==> config.mk <==
export PLATFORM = sky130hd
export DESIGN_NAME = qeciphy_link_sequencer
export DESIGN_NICKNAME = d
export VERILOG_FILES = /design/src/rtl/qeciphy_pkg.sv /design/src/rtl/qeciphy_link_timer.sv /design/src/rtl/qeciphy_link_sequencer.sv
export SDC_FILE = /design/constraint.sdc
export NUM_CORES = 1
export LEC_CHECK = 0
export CORE_UTILIZATION = 45
export DETAILED_ROUTE_END_ITERATION = 10
export GPL_TIMING_DRIVEN = 0
export PLACE_DENSITY_LB_ADDON = 0.25
export SETUP_SLACK_MARGIN = 0.1
export SLEW_MARGIN = 20
export SYNTH_ARGS = -nofsm -noshare
export SYNTH_HDL_FRONTEND = slang
export SYNTH_SLANG_ARGS = --single-unit
==> constraint.sdc <==
create_clock -name clk_i -period 2.1 [get_ports clk_i]
set_input_delay 0.42 -clock clk_i [delete_from_list [all_inputs] [get_ports clk_i]]
set_output_delay 0.42 -clock clk_i [all_outputs]
set_load 0.005 [all_outputs]
==> src/rtl/qeciphy_pkg.sv <==
// Shared QECIPHY types: link sequencer states and link-level error codes.
package qeciphy_pkg;

    typedef enum logic [2:0] {
        DISABLED = 3'd0,
        TX_TRAIN = 3'd1,
        RX_TRAIN = 3'd2,
        READY    = 3'd3,
        BACKOFF  = 3'd4,
        FAULT    = 3'd5
    } link_state_t;

    localparam logic [3:0] NO_ERROR           = 4'h0;
    localparam logic [3:0] CRC_ERROR          = 4'h1;
    localparam logic [3:0] FAW_ERROR          = 4'h2;
    localparam logic [3:0] LINK_TIMEOUT_ERROR = 4'h3;
    localparam logic [3:0] LINK_LOST_ERROR    = 4'h4;

    function automatic int unsigned max_u(input int unsigned a, input int unsigned b);
        return (a > b) ? a : b;
    endfunction

endpackage

==> src/rtl/qeciphy_link_timer.sv <==
// Saturating up-counter with synchronous clear and an equality flag against a runtime limit.
module qeciphy_link_timer #(
    parameter int unsigned WIDTH = 16
) (
    input  logic             clk_i,
    input  logic             rst_n_i,
    input  logic             clear_i,
    input  logic [WIDTH-1:0] limit_i,
    output logic             hit_o
);

    logic [WIDTH-1:0] cnt_q;
    logic [WIDTH-1:0] cnt_d;

    always_comb begin
        cnt_d = cnt_q;
        if (clear_i) begin
            cnt_d = '0;
        end else if (cnt_q != '1) begin
            cnt_d = cnt_q + 1'b1;
        end
    end

    always_ff @(posedge clk_i or negedge rst_n_i) begin
        if (!rst_n_i) begin
            cnt_q <= '0;
        end else begin
            cnt_q <= cnt_d;
        end
    end

    assign hit_o = (cnt_q == limit_i);

endmodule

==> src/rtl/qeciphy_link_sequencer.sv <==
// Link bring-up sequencer: trains TX then RX, retries with backoff, latches a sticky fault.
// DISABLED idle | TX_TRAIN tx only | RX_TRAIN both | READY link up | BACKOFF both off | FAULT sticky
module qeciphy_link_sequencer
    import qeciphy_pkg::*;
#(
    parameter int unsigned TIMEOUT_CYCLES = 65536,
    parameter int unsigned BACKOFF_CYCLES = 256,
    parameter int unsigned RETRY_MAX      = 3
) (
    input  logic                             clk_i,
    input  logic                             rst_n_i,
    input  logic                             link_enable_i,
    input  logic                             tx_rdy_i,
    input  logic                             tx_fault_fatal_i,
    input  logic [3:0]                       tx_error_code_i,
    input  logic                             rx_rdy_i,
    input  logic                             rx_fault_fatal_i,
    input  logic [3:0]                       rx_error_code_i,
    output logic                             tx_enable_o,
    output logic                             rx_enable_o,
    output logic                             link_rdy_o,
    output logic                             link_fault_o,
    output logic [3:0]                       link_error_code_o,
    output logic [2:0]                       link_state_o,
    output logic [$clog2(RETRY_MAX+2)-1:0]   retry_count_o
);

    localparam int unsigned TW = $clog2(max_u(TIMEOUT_CYCLES, BACKOFF_CYCLES));
    localparam int unsigned CW = $clog2(RETRY_MAX + 2);
    localparam logic [TW-1:0] TMO_LIM   = TW'(TIMEOUT_CYCLES - 1);
    localparam logic [TW-1:0] BO_LIM    = TW'(BACKOFF_CYCLES - 1);
    localparam logic [CW-1:0] RETRY_LIM = CW'(RETRY_MAX);
    localparam logic [CW-1:0] CNT_SAT   = CW'(RETRY_MAX + 1);

    link_state_t   state_q, state_d;
    logic [CW-1:0] count_q, count_d;
    logic [3:0]    code_q, code_d;
    logic          tx_en_q, rx_en_q, rdy_q, fault_q;
    logic          timer_hit;
    logic [TW-1:0] timer_limit;
    logic          rx_fail, tx_fail, tmo, lost, fail;

    assign timer_limit = (state_q == BACKOFF) ? BO_LIM : TMO_LIM;

    qeciphy_link_timer #(.WIDTH(TW)) u_timer (
        .clk_i   (clk_i),
        .rst_n_i (rst_n_i),
        .clear_i (state_d != state_q),
        .limit_i (timer_limit),
        .hit_o   (timer_hit)
    );

    always_comb begin
        state_d = state_q;
        count_d = count_q;
        code_d  = code_q;
        rx_fail = 1'b0;
        tx_fail = 1'b0;
        tmo     = 1'b0;
        lost    = 1'b0;
        case (state_q)
            DISABLED: if (link_enable_i) state_d = TX_TRAIN;
            TX_TRAIN: begin
                tx_fail = tx_fault_fatal_i;
                tmo     = timer_hit && !tx_rdy_i;
                if (tx_rdy_i) state_d = RX_TRAIN;
            end
            RX_TRAIN: begin
                rx_fail = rx_fault_fatal_i;
                tx_fail = tx_fault_fatal_i;
                tmo     = timer_hit;
                lost    = !tx_rdy_i;
                if (rx_rdy_i && tx_rdy_i) state_d = READY;
            end
            READY: begin
                rx_fail = rx_fault_fatal_i;
                tx_fail = tx_fault_fatal_i;
                lost    = !tx_rdy_i || !rx_rdy_i;
            end
            BACKOFF:  if (timer_hit) state_d = TX_TRAIN;
            FAULT:    state_d = FAULT;
            default:  state_d = DISABLED;
        endcase

        fail = rx_fail || tx_fail || tmo || lost;
        // A failure overrides any success seen in the same cycle.
        if (fail) begin
            if (rx_fail)      code_d = rx_error_code_i;
            else if (tx_fail) code_d = tx_error_code_i;
            else if (tmo)     code_d = LINK_TIMEOUT_ERROR;
            else              code_d = LINK_LOST_ERROR;
            if (count_q != CNT_SAT) count_d = count_q + 1'b1;
            state_d = (count_q < RETRY_LIM) ? BACKOFF : FAULT;
        end

        if (!link_enable_i) begin
            state_d = DISABLED;
            count_d = '0;
            code_d  = NO_ERROR;
        end
    end

    always_ff @(posedge clk_i or negedge rst_n_i) begin
        if (!rst_n_i) begin
            state_q <= DISABLED;
            count_q <= '0;
            code_q  <= NO_ERROR;
            tx_en_q <= 1'b0;
            rx_en_q <= 1'b0;
            rdy_q   <= 1'b0;
            fault_q <= 1'b0;
        end else begin
            state_q <= state_d;
            count_q <= count_d;
            code_q  <= code_d;
            tx_en_q <= (state_d == TX_TRAIN) || (state_d == RX_TRAIN) || (state_d == READY);
            rx_en_q <= (state_d == RX_TRAIN) || (state_d == READY);
            rdy_q   <= (state_d == READY);
            fault_q <= (state_d == FAULT);
        end
    end

    assign tx_enable_o       = tx_en_q;
    assign rx_enable_o       = rx_en_q;
    assign link_rdy_o        = rdy_q;
    assign link_fault_o      = fault_q;
    assign link_error_code_o = code_q;
    assign link_state_o      = state_q;
    assign retry_count_o     = count_q;

endmodule

Word level (Yosys, flattened, before mapping)
Index checks and enable logic that the tools add are counted.

Bits of input ports: 15. Register bits: 30. Output and inout port bits: 14. Word-level logic and storage cells: 64.

$lt $le $gt $ge: 1. Add/sub/neg operators: 2. Reductions and logical operators: 16. Multiplexer cells: 22. Equal/unequal tests: 15.

Operators with widths (number): $mux W16 (3); $mux W3 (9); $pmux W3 S6 (1); $add A16 B1 Y16 const B (1); $eq A16 B16 Y1 (1); $mux W4 (4); $ne A16 B16 Y1 const B (1); $eq A3 B2 Y1 const B (4); $eq A3 B3 Y1 const B (3); $logic_or A1 B1 Y1 (7); $eq A3 B1 Y1 const B (2); $ne A2 B1 Y1 const B (2); $pmux W1 S2 (2); $add A3 B1 Y3 const B (1); $logic_not A3 Y1 (1); $lt A3 B2 Y1 const B (1); $mux W1 (3); $ne A3 B3 Y1 (1); $ne A3 B3 Y1 const B (1); $reduce_or A3 Y1 (1); $logic_and A1 B1 Y1 (2); $logic_not A1 Y1 (2); $reduce_and A2 Y1 (1); $reduce_bool A2 Y1 (1); $reduce_or A2 Y1 (1).

Longest topological paths before layout
Gate-level depths: netlist (run 1).

Depth in word-level cells: 12. Mapped depth: 7. Depth with buffers taken out: 6.

By module
Synthesis (run 1) repeated with hierarchy kept, for this count alone.

Cells, all modules: 218. Area total of the unflattened synthesis: 1965.6 um2.

By module, submodules not included: qeciphy_link_timer (sequential area each 400.4 um2, area each 1112.3 um2, cells an instance 122, instances 1); qeciphy_link_sequencer (sequential area each 350.3 um2, area each 853.3 um2, cells an instance 96, instances 1).

Worst setup path after synthesis (run 1)
No wires, ideal clock.

Path type: register -> register. Start point: reg u_timer.cnt_q[0]. End point: reg u_timer.cnt_q[0]. Cell stages (with the launch flop): 8. Data arrival time: 2.076 ns. Buffers on the path: 1. Slack: -0.071 ns. Path through: dfrtp_1 -> ha_1 -> nand3_2 -> nor4_4 -> a211o_4 -> a221o_1 -> buf_6 -> nor4_2.

Longest elaborated chain between the ends: 9. Elaborated cells on any way between the ends: 15. Those cells by class: 1 x add/sub; 3 x eq/ne; 7 x mux; 4 x reduce/logical.

Ends and longest elaborated chain: start: declaration (RTL line qeciphy_link_timer.sv:12) `logic [WIDTH-1:0] cnt_q;`; start signal: assignment (RTL line qeciphy_link_timer.sv:28) `cnt_q <= cnt_d;`; $eq A16 B16 Y1 (RTL line qeciphy_link_timer.sv:32) `assign hit_o = (cnt_q == limit_i);`; $logic_and A1 B1 Y1 (RTL line qeciphy_link_sequencer.sv:65) `tmo = timer_hit && !tx_rdy_i;`; $pmux W1 S2 (RTL line qeciphy_link_sequencer.sv:61) `case (state_q)`; $logic_or A1 B1 Y1 (2 in series) (RTL line qeciphy_link_sequencer.sv:85) `fail = rx_fail || tx_fail || tmo || lost;`; $mux W3 (RTL line qeciphy_link_sequencer.sv:87) `if (fail) begin`; $mux W3 (RTL line qeciphy_link_sequencer.sv:96) `if (!link_enable_i) begin`; $ne A3 B3 Y1 (RTL line qeciphy_link_sequencer.sv:48) `.clear_i (state_d != state_q),`; $mux W16 or $reduce_bool A2 Y1 (tied branches).

Several ways; a longest one is shown, not always the timed one. The select of a mux whose other input is x is not followed. A chain may end at the register's enable or synchronous reset.

Final worst setup path (run 1)
Start point: reg state_q[1] (netlist: link_state_o[1]). End point: reg u_timer.cnt_q[12].

Longest elaborated chain between the ends: 11. Elaborated cells on any way between the ends: 27. Those cells by class: 7 x eq/ne; 12 x mux; 8 x reduce/logical.

Ends and longest elaborated chain: start: declaration (RTL line qeciphy_link_sequencer.sv:35) `link_state_t state_q, state_d;`; start signal: assignment (RTL line qeciphy_link_sequencer.sv:113) `state_q <= state_d;`; $eq A3 B3 Y1 (RTL line qeciphy_link_sequencer.sv:43, qeciphy_link_sequencer.sv:61); $mux W16 (RTL line qeciphy_link_sequencer.sv:43) `assign timer_limit = (state_q == BACKOFF) ? BO_LIM : TMO_LIM;`; $eq A16 B16 Y1 (RTL line qeciphy_link_timer.sv:32); $logic_and A1 B1 Y1 (RTL line qeciphy_link_sequencer.sv:65); $pmux W1 S2 (RTL line qeciphy_link_sequencer.sv:61); $logic_or A1 B1 Y1 (2 in series) (RTL line qeciphy_link_sequencer.sv:85); $mux W3 (RTL line qeciphy_link_sequencer.sv:87); $mux W3 (RTL line qeciphy_link_sequencer.sv:96); $ne A3 B3 Y1 * (RTL line qeciphy_link_sequencer.sv:48); $mux W16 or $reduce_bool A2 Y1 (tied branches).

Mark *: on every way between the ends. The rest lies on a longest branch, timed or not.

==> impl_metrics.json, run 1 <==
{
  "dp.cells": 273,
  "synth-seq-area-share": 0.3868,
  "syn_to_final_growth_pct": 48.48,
  "rows": 23,
  "syn_area_per_cell_um2": 9.952,
  "cp_top_family": "buffers and inverters",
  "r2r_slack_ns": 0.007,
  "total_leakage_power_nw": 1.122,
  "grt_pass1_vias": 1805,
  "use_met1": 0.3278,
  "grtUsageTotal": 0.2642,
  "crit_end": "u_timer.cnt_q[12]$_DFFE_PN0P_",
  "switchingPower_mw": 1.191,
  "synth.net_count": 213,
  "synth_edf_count": 0,
  "grt.met3_usage": 0.05405,
  "critPathLaunch": "link_state_o[1]$_DFF_PN0_",
  "avgRoutedWirePerCell_um": 18.03,
  "grt.busiest_layer": "met2",
  "clock_path_buffers": 2,
  "finalNonFillerCells": 311,
  "fin_total_pwr_mw": 2.969,
  "core_mm2": 0.004058,
  "cts-root-buf": "clkbuf_8",
  "yosysUniqueCellTypes": 58,
  "grt_pass1_wl_mm": 8.790,
  "numPortBuffers": 28,
  "ctsHoldBuffers": 0,
  "initial_core_util": 0.4783,
  "synth_ff_type": "dfrtp_1",
  "clock_latency_ns": 0.29,
  "fin_util": 0.7101,
  "r2r-start": "link_state_o[1]$_DFF_PN0_",
  "cts_buffers": 5,
  "fp.dieH_um": 67.67,
  "pwr-share-clk": 0.166,
  "relSlewSlack": 0.5525,
  "routed_wl_mm": 5.607,
  "report.final.hold_viol_count": 0,
  "startpoint_type": "flip-flop",
  "p_sw_frac": 0.4011,
  "drt_drc_violations_left": 0,
  "cp.required_ns": 2.26,
  "ys_ff_latch": 30,
  "die_w_um": 67.67,
  "pwr-share-comb": 0.568,
  "fin_ws_ns": 0.007129,
  "drive_above_1_share": 0.3678,
  "status": "finished clean",
  "worst-path-max-fanout": 10,
  "cts_sinks": 30,
  "syn-cell-area_mm2": 0.001941,
  "grt_max_degree": 31,
  "ios": 29,
  "sequentialPowerShare": 0.266,
  "vias": 1876,
  "die-area_mm2": 0.004579,
  "drtIter0Drc": 122,
  "ys_async_sr_fraction": 1.000,
  "final_common_cell": "buf_4",
  "max_stage_delay_ns": 0.45,
  "htreeDepth": 2,
  "r2r-end": "u_timer.cnt_q[12]$_DFFE_PN0P_",
  "finalSetupViolCount": 0,
  "grt.overflow.total": 0,
  "slew_violations": 0,
  "finalWeightedCongestion": 0.8047,
  "fin_crit_ns": 2.093,
  "place_hpwl_mm": 3.077,
  "crit_arrival_ns": 2.25,
  "ant_nets": 0,
  "viasPerCell": 6.032,
  "fin_crit_sh": 0.9966,
  "cp_num_cells": 7,
  "whs_ns": 0.1627,
  "crit_path_cell_trace": "buf_4, clkbuf_1, nor4b_1, a21oi_1, o22ai_2, buf_6, nor4_4",
  "crit_slowest_cell": "dfrtp_2",
  "synthCells": 195,
  "crit_path_end_kind": "flip-flop",
  "internal-power_mw": 1.778,
  "tritoncts": "built",
  "worst_pin_slew_ns": 0.6713,
  "use_met2": 0.4468,
  "path_class": "flip-flop to flip-flop",
  "final_nets": 278,
  "drv_cap": 0,
  "firstDrtPassIters": 4,
  "rsz0062_at_grt": "true",
  "crit_buf_inv": 3,
  "place_ws_ns": -0.6656,
  "rr_worst_depth": 7,
  "fmax_ghz": 0.4778,
  "finClkSkew_ns": 0.004577,
  "most-common-layout-cells": "buf_4 (27), dfrtp_1 (24), clkdlybuf4s50_1 (23)",
  "min_path_type": "input port to asynchronous set/reset pin",
  "antenna_cells": 0,
  "antenna_found_initial": 0,
  "p_per_area_mw_per_mm2": 1031,
  "vdd.ir_drop.worst_v": 0.0006841,
  "path_clk_slew_ns": 0.07,
  "synth_warnings": 0
}
## power groups by stage
stage | Clock [mW] | Sequential, mW | Combinational [mW]
2_1_floorplan | 0 | 0.781 | 0.700
3_5_place_dp | 0 | 0.792 | 1.06
4_1_cts | 0.498 | 0.785 | 1.52
5_1_grt | 0.524 | 0.804 | 1.80
6_report | 0.493 | 0.791 | 1.69
3_3_place_gp | 0 | 0.791 | 1.05
## registers in the layout (all words and copies together), names as in the netlist
register / flops
link_error_code_o: 4
rx_enable_o: 1
link_state_o: 3
u_timer.cnt_q: 16
link_fault_o: 1
link_rdy_o: 1
retry_count_o: 3
tx_enable_o: 1
## logic make-up (layout without fill, tap and decap cells)
logic type / count (synthesis) / count (layout) / share of synthesized area
AND/OR/NAND/NOR: 90 / 90 / 0.3185
buffers and inverters: 16 / 82 / 0.04384
AO/OA/AOI/OAI: 42 / 42 / 0.1663
XOR/XNOR: 11 / 11 / 0.04965
flip-flops: 30 / 30 / 0.3868
multiplexers: 3 / 3 / 0.01547
adder cells (fa/ha/maj): 3 / 3 / 0.01934
## worst register-to-register path, cell delays in order, from the launching register on
cell and delay, ns:
dfrtp_2 0.45, buf_4 0.17, clkbuf_1 0.22, nor4b_1 0.42, a21oi_1 0.11, o22ai_2 0.27
buf_6 0.26, nor4_4 0.08
## stage by stage
stage | instance area [um2] | TNS, ns
final | 2882 | 0
after global routing | 2882 | -0.6150
after CTS | 2741 | 0
after detailed placement | 2292 | -14.84
after global placement | 2297 | -14.98
after floorplan | 1954 | 0
## Yosys cell counts (all sizes together) (2+ instances only)
| cell | n | area (um2) |
|---|---|---|
| or4 | 3 | 22.52 |
| o21a | 2 | 15.01 |
| clkbuf | 3 | 11.26 |
| a21boi | 3 | 22.52 |
| xor2 | 3 | 26.28 |
| ha | 3 | 37.54 |
| and2 | 2 | 12.51 |
| xnor2 | 8 | 70.07 |
| nor2b | 2 | 12.51 |
| o22ai | 2 | 18.77 |
| inv | 7 | 26.28 |
| a21oi | 7 | 35.03 |
| nand2b | 3 | 18.77 |
| buf | 6 | 47.54 |
| nand3 | 8 | 45.04 |
| o221ai | 2 | 17.52 |
| nand4 | 8 | 71.32 |
| a31oi | 2 | 12.51 |
| nand2 | 15 | 56.30 |
| nor2 | 10 | 40.04 |
| nor4 | 20 | 211.5 |
| o211ai | 3 | 22.52 |
| a211oi | 3 | 22.52 |
| mux2i | 3 | 30.03 |
| dfrtp | 30 | 750.7 |
| nor3b | 2 | 15.01 |
| o21ai | 6 | 30.03 |
| nor3 | 8 | 40.04 |
| o211a | 2 | 27.53 |
## worst min-delay path by stage
stage | start | to | cells past startpoint
detailed placement | rst_n_i | u_timer.cnt_q[6]$_DFFE_PN0P_ | 1
global placement | link_error_code_o[2]$_DFFE_PN0P_ | link_error_code_o[2]$_DFFE_PN0P_ | 2
global route | rst_n_i | u_timer.cnt_q[3]$_DFFE_PN0P_ | 1
floorplan | rst_n_i | link_error_code_o[0]$_DFFE_PN0P_ | 0
finish | rst_n_i | u_timer.cnt_q[5]$_DFFE_PN0P_ | 1
CTS | rst_n_i | u_timer.cnt_q[6]$_DFFE_PN0P_ | 1
## metal layers
layer	routed length (um)	share of wire
met1	2315	0.41
met2	2985	0.53
met3	185	0.033
met4	120	0.021
met5	0	0
## cell type report
type | instances | area [um2]
flip-flops and latches | 30 | 758.2
repair buffers | 58 | 544.3
fillers | 289 | 1176
well taps | 50 | 62.56
clock buffers | 7 | 86.33
clock inverters | 1 | 5.005
inverters | 7 | 26.28
plain buffers | 9 | 77.57
multi-input cells | 149 | 1321
## what timing repair did
| item | 4_1_cts | 5_1_grt |
|---|---|---|
| pin swaps | 14 | 8 |
| resized for setup | 32 | 26 |
| setup buffers | 25 | 6 |
| setup endpoints to repair | 28 | 25 |
| gates cloned | 1 | 0 |
Power figures use the tool's default switching activity.
==> run 2, diff against run 1 <==
Clock period 2.1 ns to 1.8 ns, I/O delays scaled along.
==> impl_metrics.json, run 2 (synthesized netlist as in run 1, its figures left out) <==
{
  "status": "finished, violations left",
  "violations": "setup timing",
  "finish.instance_area_mm2": 0.002780,
  "min_path_type": "input port to asynchronous set/reset pin",
  "crit_path_cell_trace": "or4_4, nor4_4, buf_4, a31oi_1, nor2_2, buf_6, nor4_2",
  "grt.overflow.total": 0,
  "avgRoutedWirePerCell_um": 16.05,
  "crit_arrival_ns": 2.20,
  "final_nets": 269,
  "initial_core_util": 0.4783,
  "routed_wl_mm": 4.848,
  "clock_latency_ns": 0.28,
  "startpoint_type": "flip-flop",
  "max_stage_delay_ns": 0.56,
  "fp.dieH_um": 67.67,
  "htreeDepth": 2,
  "grt_max_degree": 31,
  "ios": 29,
  "clock_path_buffers": 2,
  "firstDrtPassIters": 4,
  "antenna_found_initial": 0,
  "whs_ns": 0.1172,
  "worst-path-max-fanout": 10,
  "crit_slowest_cell": "or4_4",
  "placed_area_mm2": 0.002336,
  "final_common_cell": "clkdlybuf4s50_1",
  "fin_util": 0.6852,
  "total_leakage_power_nw": 1.058,
  "antenna_cells": 0,
  "slew_violations": 0,
  "fin_crit_ns": 2.044,
  "drt_drc_violations_left": 0,
  "viasPerCell": 5.924,
  "rr_worst_depth": 7,
  "cts_buffers": 5,
  "place_hpwl_mm": 3.061,
  "fin_total_pwr_mw": 3.307,
  "cp_top_family": "simple AND/OR/NAND/NOR gates",
  "use_met1": 0.3309,
  "finalSetupViolCount": 27,
  "die-area_mm2": 0.004579,
  "fin_ws_ns": -0.2442,
  "path_class": "flip-flop to flip-flop",
  "finalNonFillerCells": 302,
  "top_register": "u_timer.cnt_q",
  "cp.required_ns": 1.96,
  "vias": 1789,
  "p_per_area_mw_per_mm2": 1190,
  "relSlewSlack": 0.5380,
  "ant_nets": 0,
  "tns_ns": -4.747,
  "fmax_ghz": 0.4892,
  "ctsHoldBuffers": 0,
  "grt.busiest_layer": "met2",
  "cts_sinks": 30,
  "worst_pin_slew_ns": 0.6930,
  "drive_above_1_share": 0.3373,
  "vdd.ir_drop.worst_v": 0.0006562,
  "grt_pass1_wl_mm": 8.349,
  "grt.met3_usage": 0.06926,
  "syn_to_final_growth_pct": 43.26,
  "drtIter0Drc": 136,
  "rsz0062_at_grt": "true",
  "report.final.hold_viol_count": 0,
  "drv_cap": 0,
  "r2r_slack_ns": -0.24,
  "numPortBuffers": 28,
  "place_ws_ns": -0.7338,
  "grtUsageTotal": 0.2447,
  "cts-root-buf": "clkbuf_8",
  "largest_register_ffs": 16,
  "dp.cells": 273,
  "tritoncts": "built",
  "crit_path_end_kind": "flip-flop",
  "r2r-start": "u_timer.cnt_q[9]$_DFFE_PN0P_",
  "grt_pass1_vias": 1750,
  "core_mm2": 0.004058,
  "r2r-end": "u_timer.cnt_q[0]$_DFFE_PN0P_",
  "rows": 23,
  "use_met2": 0.3899,
  "most-common-layout-cells": "clkdlybuf4s50_1 (25), dfrtp_1 (23), buf_4 (20)",
  "finClkSkew_ns": 0.006921,
  "crit_buf_inv": 2,
  "fin_crit_sh": 1.136,
  "finalWeightedCongestion": 0.9061,
  "die_w_um": 67.67,
  "path_clk_slew_ns": 0.07
}
## run 2: changes by cell type in the layout (fill, tap and decap cells not counted), sizes merged
cell	delta
buf	-9
clkbuf	-1
clkdlybuf4s50	+2
dlymetal6s2s	-1
## run 2: layout make-up
| cell class | count | area, um2 |
|---|---|---|
| inverter | 7 | 26.28 |
| sequential | 30 | 759.5 |
| fill | 309 | 1277 |
| clock buffer | 7 | 86.33 |
| tap | 50 | 62.56 |
| timing repair buffer | 49 | 466.7 |
| multi-input combinational | 149 | 1295 |
| buffer | 9 | 78.83 |
| clock inverter | 1 | 5.005 |
## run 2: repair_timing
action,in CTS,in global routing
gates cloned,1,0
pin swaps,12,8
setup buffers,19,1
endpoints found under the setup margin,30,32
resized for setup,29,12
## run 2: how the worst max path moves through the flow
stage / cells after the start / slack (ns) / end / startpoint
after floorplan: 6 / -0.17 / u_timer.cnt_q[14]$_DFFE_PN0P_ / u_timer.cnt_q[10]$_DFFE_PN0P_
after global placement: 7 / -0.75 / u_timer.cnt_q[14]$_DFFE_PN0P_ / tx_rdy_i
after detailed placement: 7 / -0.73 / u_timer.cnt_q[15]$_DFFE_PN0P_ / tx_rdy_i
after CTS: 8 / -0.26 / u_timer.cnt_q[15]$_DFFE_PN0P_ / u_timer.cnt_q[0]$_DFFE_PN0P_
after global routing: 8 / -0.31 / u_timer.cnt_q[1]$_DFFE_PN0P_ / u_timer.cnt_q[0]$_DFFE_PN0P_
final: 7 / -0.24 / u_timer.cnt_q[0]$_DFFE_PN0P_ / u_timer.cnt_q[9]$_DFFE_PN0P_
## run 2: routing by layer
| layer | routed length (um) | share of wire |
|---|---|---|
| met4 | 10 | 0.0021 |
| met2 | 2340 | 0.48 |
| met1 | 2278 | 0.47 |
| met3 | 219 | 0.045 |
| met5 | 0 | 0 |
## run 2: worst reg2reg max path: stages, from the launching register on
cell	delay, ns
dfrtp_1	0.41
or4_4	0.56
nor4_4	0.26
buf_4	0.17
a31oi_1	0.10
nor2_2	0.15
buf_6	0.21
nor4_2	0.07
## run 2: report_power, final
group	internal [mW]	switching [mW]	total, mW
Clock	0.308	0.249	0.557
Combinational	0.902	0.920	1.82
Sequential	0.798	0.130	0.928
Total	2.01	1.30	3.31
==> run 3, diff against run 2 <==
Settings changed: CTS_BUF_LIST set to sky130_fd_sc_hd__clkbuf_16.
==> impl_metrics.json, run 3 (synthesized netlist as in run 1, its figures left out) <==
{
  "status": "finished, violations left",
  "violations": "setup timing",
  "path_clk_slew_ns": 0.05,
  "cp.required_ns": 1.98,
  "cts_buffers": 5,
  "grt_pass1_wl_mm": 9.632,
  "p_sw_frac": 0.3856,
  "path_class": "flip-flop to flip-flop",
  "multi_input_area_mm2": 0.001329,
  "core_mm2": 0.004058,
  "switchingPower_mw": 1.435,
  "syn_to_final_growth_pct": 54.09,
  "worst_pin_slew_ns": 0.6675,
  "relSlewSlack": 0.5550,
  "max_stage_delay_ns": 0.51,
  "vdd.ir_drop.worst_v": 0.0008489,
  "whs_ns": 0.1152,
  "ctsHoldBuffers": 0,
  "report.final.hold_viol_count": 0,
  "final_nets": 285,
  "slew_violations": 0,
  "ios": 29,
  "finalNonFillerCells": 318,
  "fin_total_pwr_mw": 3.722,
  "numPortBuffers": 28,
  "avgRoutedWirePerCell_um": 18.99,
  "clock_path_buffers": 2,
  "finalSetupViolCount": 29,
  "sequentialPowerShare": 0.252,
  "firstDrtPassIters": 5,
  "largest_register_ffs": 16,
  "rows": 23,
  "crit_slowest_cell": "a221o_2",
  "drive_above_1_share": 0.3843,
  "clock_latency_ns": 0.28,
  "pwr-share-clk": 0.210,
  "cp_top_family": "compound AO/OA/AOI/OAI gates",
  "antenna_cells": 0,
  "fin_crit_ns": 2.120,
  "fmax_ghz": 0.4717,
  "antenna_found_initial": 0,
  "ant_nets": 0,
  "grt.busiest_layer": "met2",
  "finalWeightedCongestion": 0.9061,
  "place_hpwl_mm": 3.061,
  "die_w_um": 67.67,
  "fin_crit_sh": 1.178,
  "htreeDepth": 2,
  "initial_core_util": 0.4783,
  "grt_pass1_vias": 1959,
  "cts-root-buf": "clkbuf_16",
  "rsz0062_at_grt": "true",
  "grt.overflow.total": 0,
  "die-area_mm2": 0.004579,
  "worst-path-max-fanout": 8,
  "use_met1": 0.3665,
  "grt.met3_usage": 0.05574,
  "grt_max_degree": 31,
  "use_met2": 0.4579,
  "dp.cells": 273,
  "n_fill_cell": 275,
  "fin_util": 0.7370,
  "crit_arrival_ns": 2.30,
  "tns_ns": -6.425,
  "fp.dieH_um": 67.67,
  "internal-power_mw": 2.287,
  "drt_drc_violations_left": 0,
  "viasPerCell": 6.381,
  "pwr-share-comb": 0.538,
  "seq_area_um2": 759.5,
  "crit_path_cell_trace": "nor2b_4, a21boi_1, a211o_4, a221o_2, buf_8, nor4_2",
  "drtIter0Drc": 363,
  "vias": 2029,
  "tritoncts": "built",
  "final_common_cell": "buf_4",
  "p_per_area_mw_per_mm2": 1245,
  "crit_path_end_kind": "flip-flop",
  "startpoint_type": "flip-flop",
  "top_register": "u_timer.cnt_q",
  "min_path_type": "input port to asynchronous set/reset pin",
  "drv_cap": 0,
  "finClkSkew_ns": 0.004107,
  "crit_buf_inv": 1,
  "routed_wl_mm": 6.040,
  "grtUsageTotal": 0.2874,
  "total_leakage_power_nw": 1.195,
  "cts_sinks": 30,
  "most-common-layout-cells": "buf_4 (29), dfrtp_1 (23), clkdlybuf4s50_1 (22)",
  "fin_ws_ns": -0.3199
}
run 3: changes by cell type in the layout (fill, tap and decap cells not counted), sizes merged:
cell / before / now
buf: 28 / 44
clkdlybuf4s50: 25 / 22
clkbuf: 10 / 8
dlygate4sd2: 2 / 4
clkinv: 1 / 2
dlymetal6s2s: 0 / 1
inv: 7 / 8
run 3: power groups by stage:
stage | Clock [mW] | Combinational [mW] | Sequential (mW)
after floorplan | 0 | 0.889 | 0.920
after global placement | 0 | 1.30 | 0.927
after detailed placement | 0 | 1.31 | 0.929
after CTS | 0.781 | 1.81 | 0.925
after global routing | 0.816 | 2.13 | 0.951
final | 0.780 | 2.00 | 0.938
run 3: area by class of cell:
cell class / count / share of cell area
clock inverter: 3 / 0.004184
timing repair buffer: 65 / 0.1983
tap: 50 / 0.02092
sequential: 30 / 0.2540
buffer: 9 / 0.02762
clock buffer: 5 / 0.04184
inverter: 7 / 0.008787
multi-input combinational: 149 / 0.4443
run 3: per-layer routing:
metal / part of all wire / vias to the layer above
li1: - / 903
met1: 0.41 / 981
met2: 0.47 / 112
met3: 0.071 / 33
met4: 0.048 / 0
met5: 0 / -
run 3: worst register-to-register path, cell delays in order, from the launching register on:
cell      delay (ns)
dfrtp_2         0.47
nor2b_4         0.16
a21boi_1        0.15
a211o_4         0.35
a221o_2         0.51
buf_8           0.19
nor4_2          0.19
run 3: repair_timing:
| item | 4_1_cts | 5_1_grt |
|---|---|---|
| resized for setup | 43 | 15 |
| setup buffers | 31 | 4 |
| pin swaps | 18 | 13 |
| endpoints found under the setup margin | 30 | 32 |
| hold endpoints to repair | 0 | 0 |
| cloned | 2 | 0 |
run 3: final timing paths:
kind                       cells past startpoint                          endpoint                        startpoint  slack (ns)
max                                            6      u_timer.cnt_q[9]$_DFFE_PN0P_         link_state_o[1]$_DFF_PN0_       -0.32
min                                            1             rx_enable_o$_DFF_PN0_                           rst_n_i        0.12
max reg2reg                                    6      u_timer.cnt_q[9]$_DFFE_PN0P_         link_state_o[1]$_DFF_PN0_       -0.32
min reg2reg                                    2  link_error_code_o[2]$_DFFE_PN0P_  link_error_code_o[2]$_DFFE_PN0P_        0.60
max in group asynchronous                      1     u_timer.cnt_q[13]$_DFFE_PN0P_                           rst_n_i        1.21
min in group clk_i                             2  link_error_code_o[2]$_DFFE_PN0P_  link_error_code_o[2]$_DFFE_PN0P_        0.60
run 3: metrics by stage:
stage / instance area (um2) / worst slack [ns]
finish: 2990 / -0.3199
global route: 2990 / -0.4282
CTS: 2892 / -0.2127
detailed placement: 2336 / -0.7338
global placement: 2341 / -0.7490
floorplan: 1998 / -0.1743
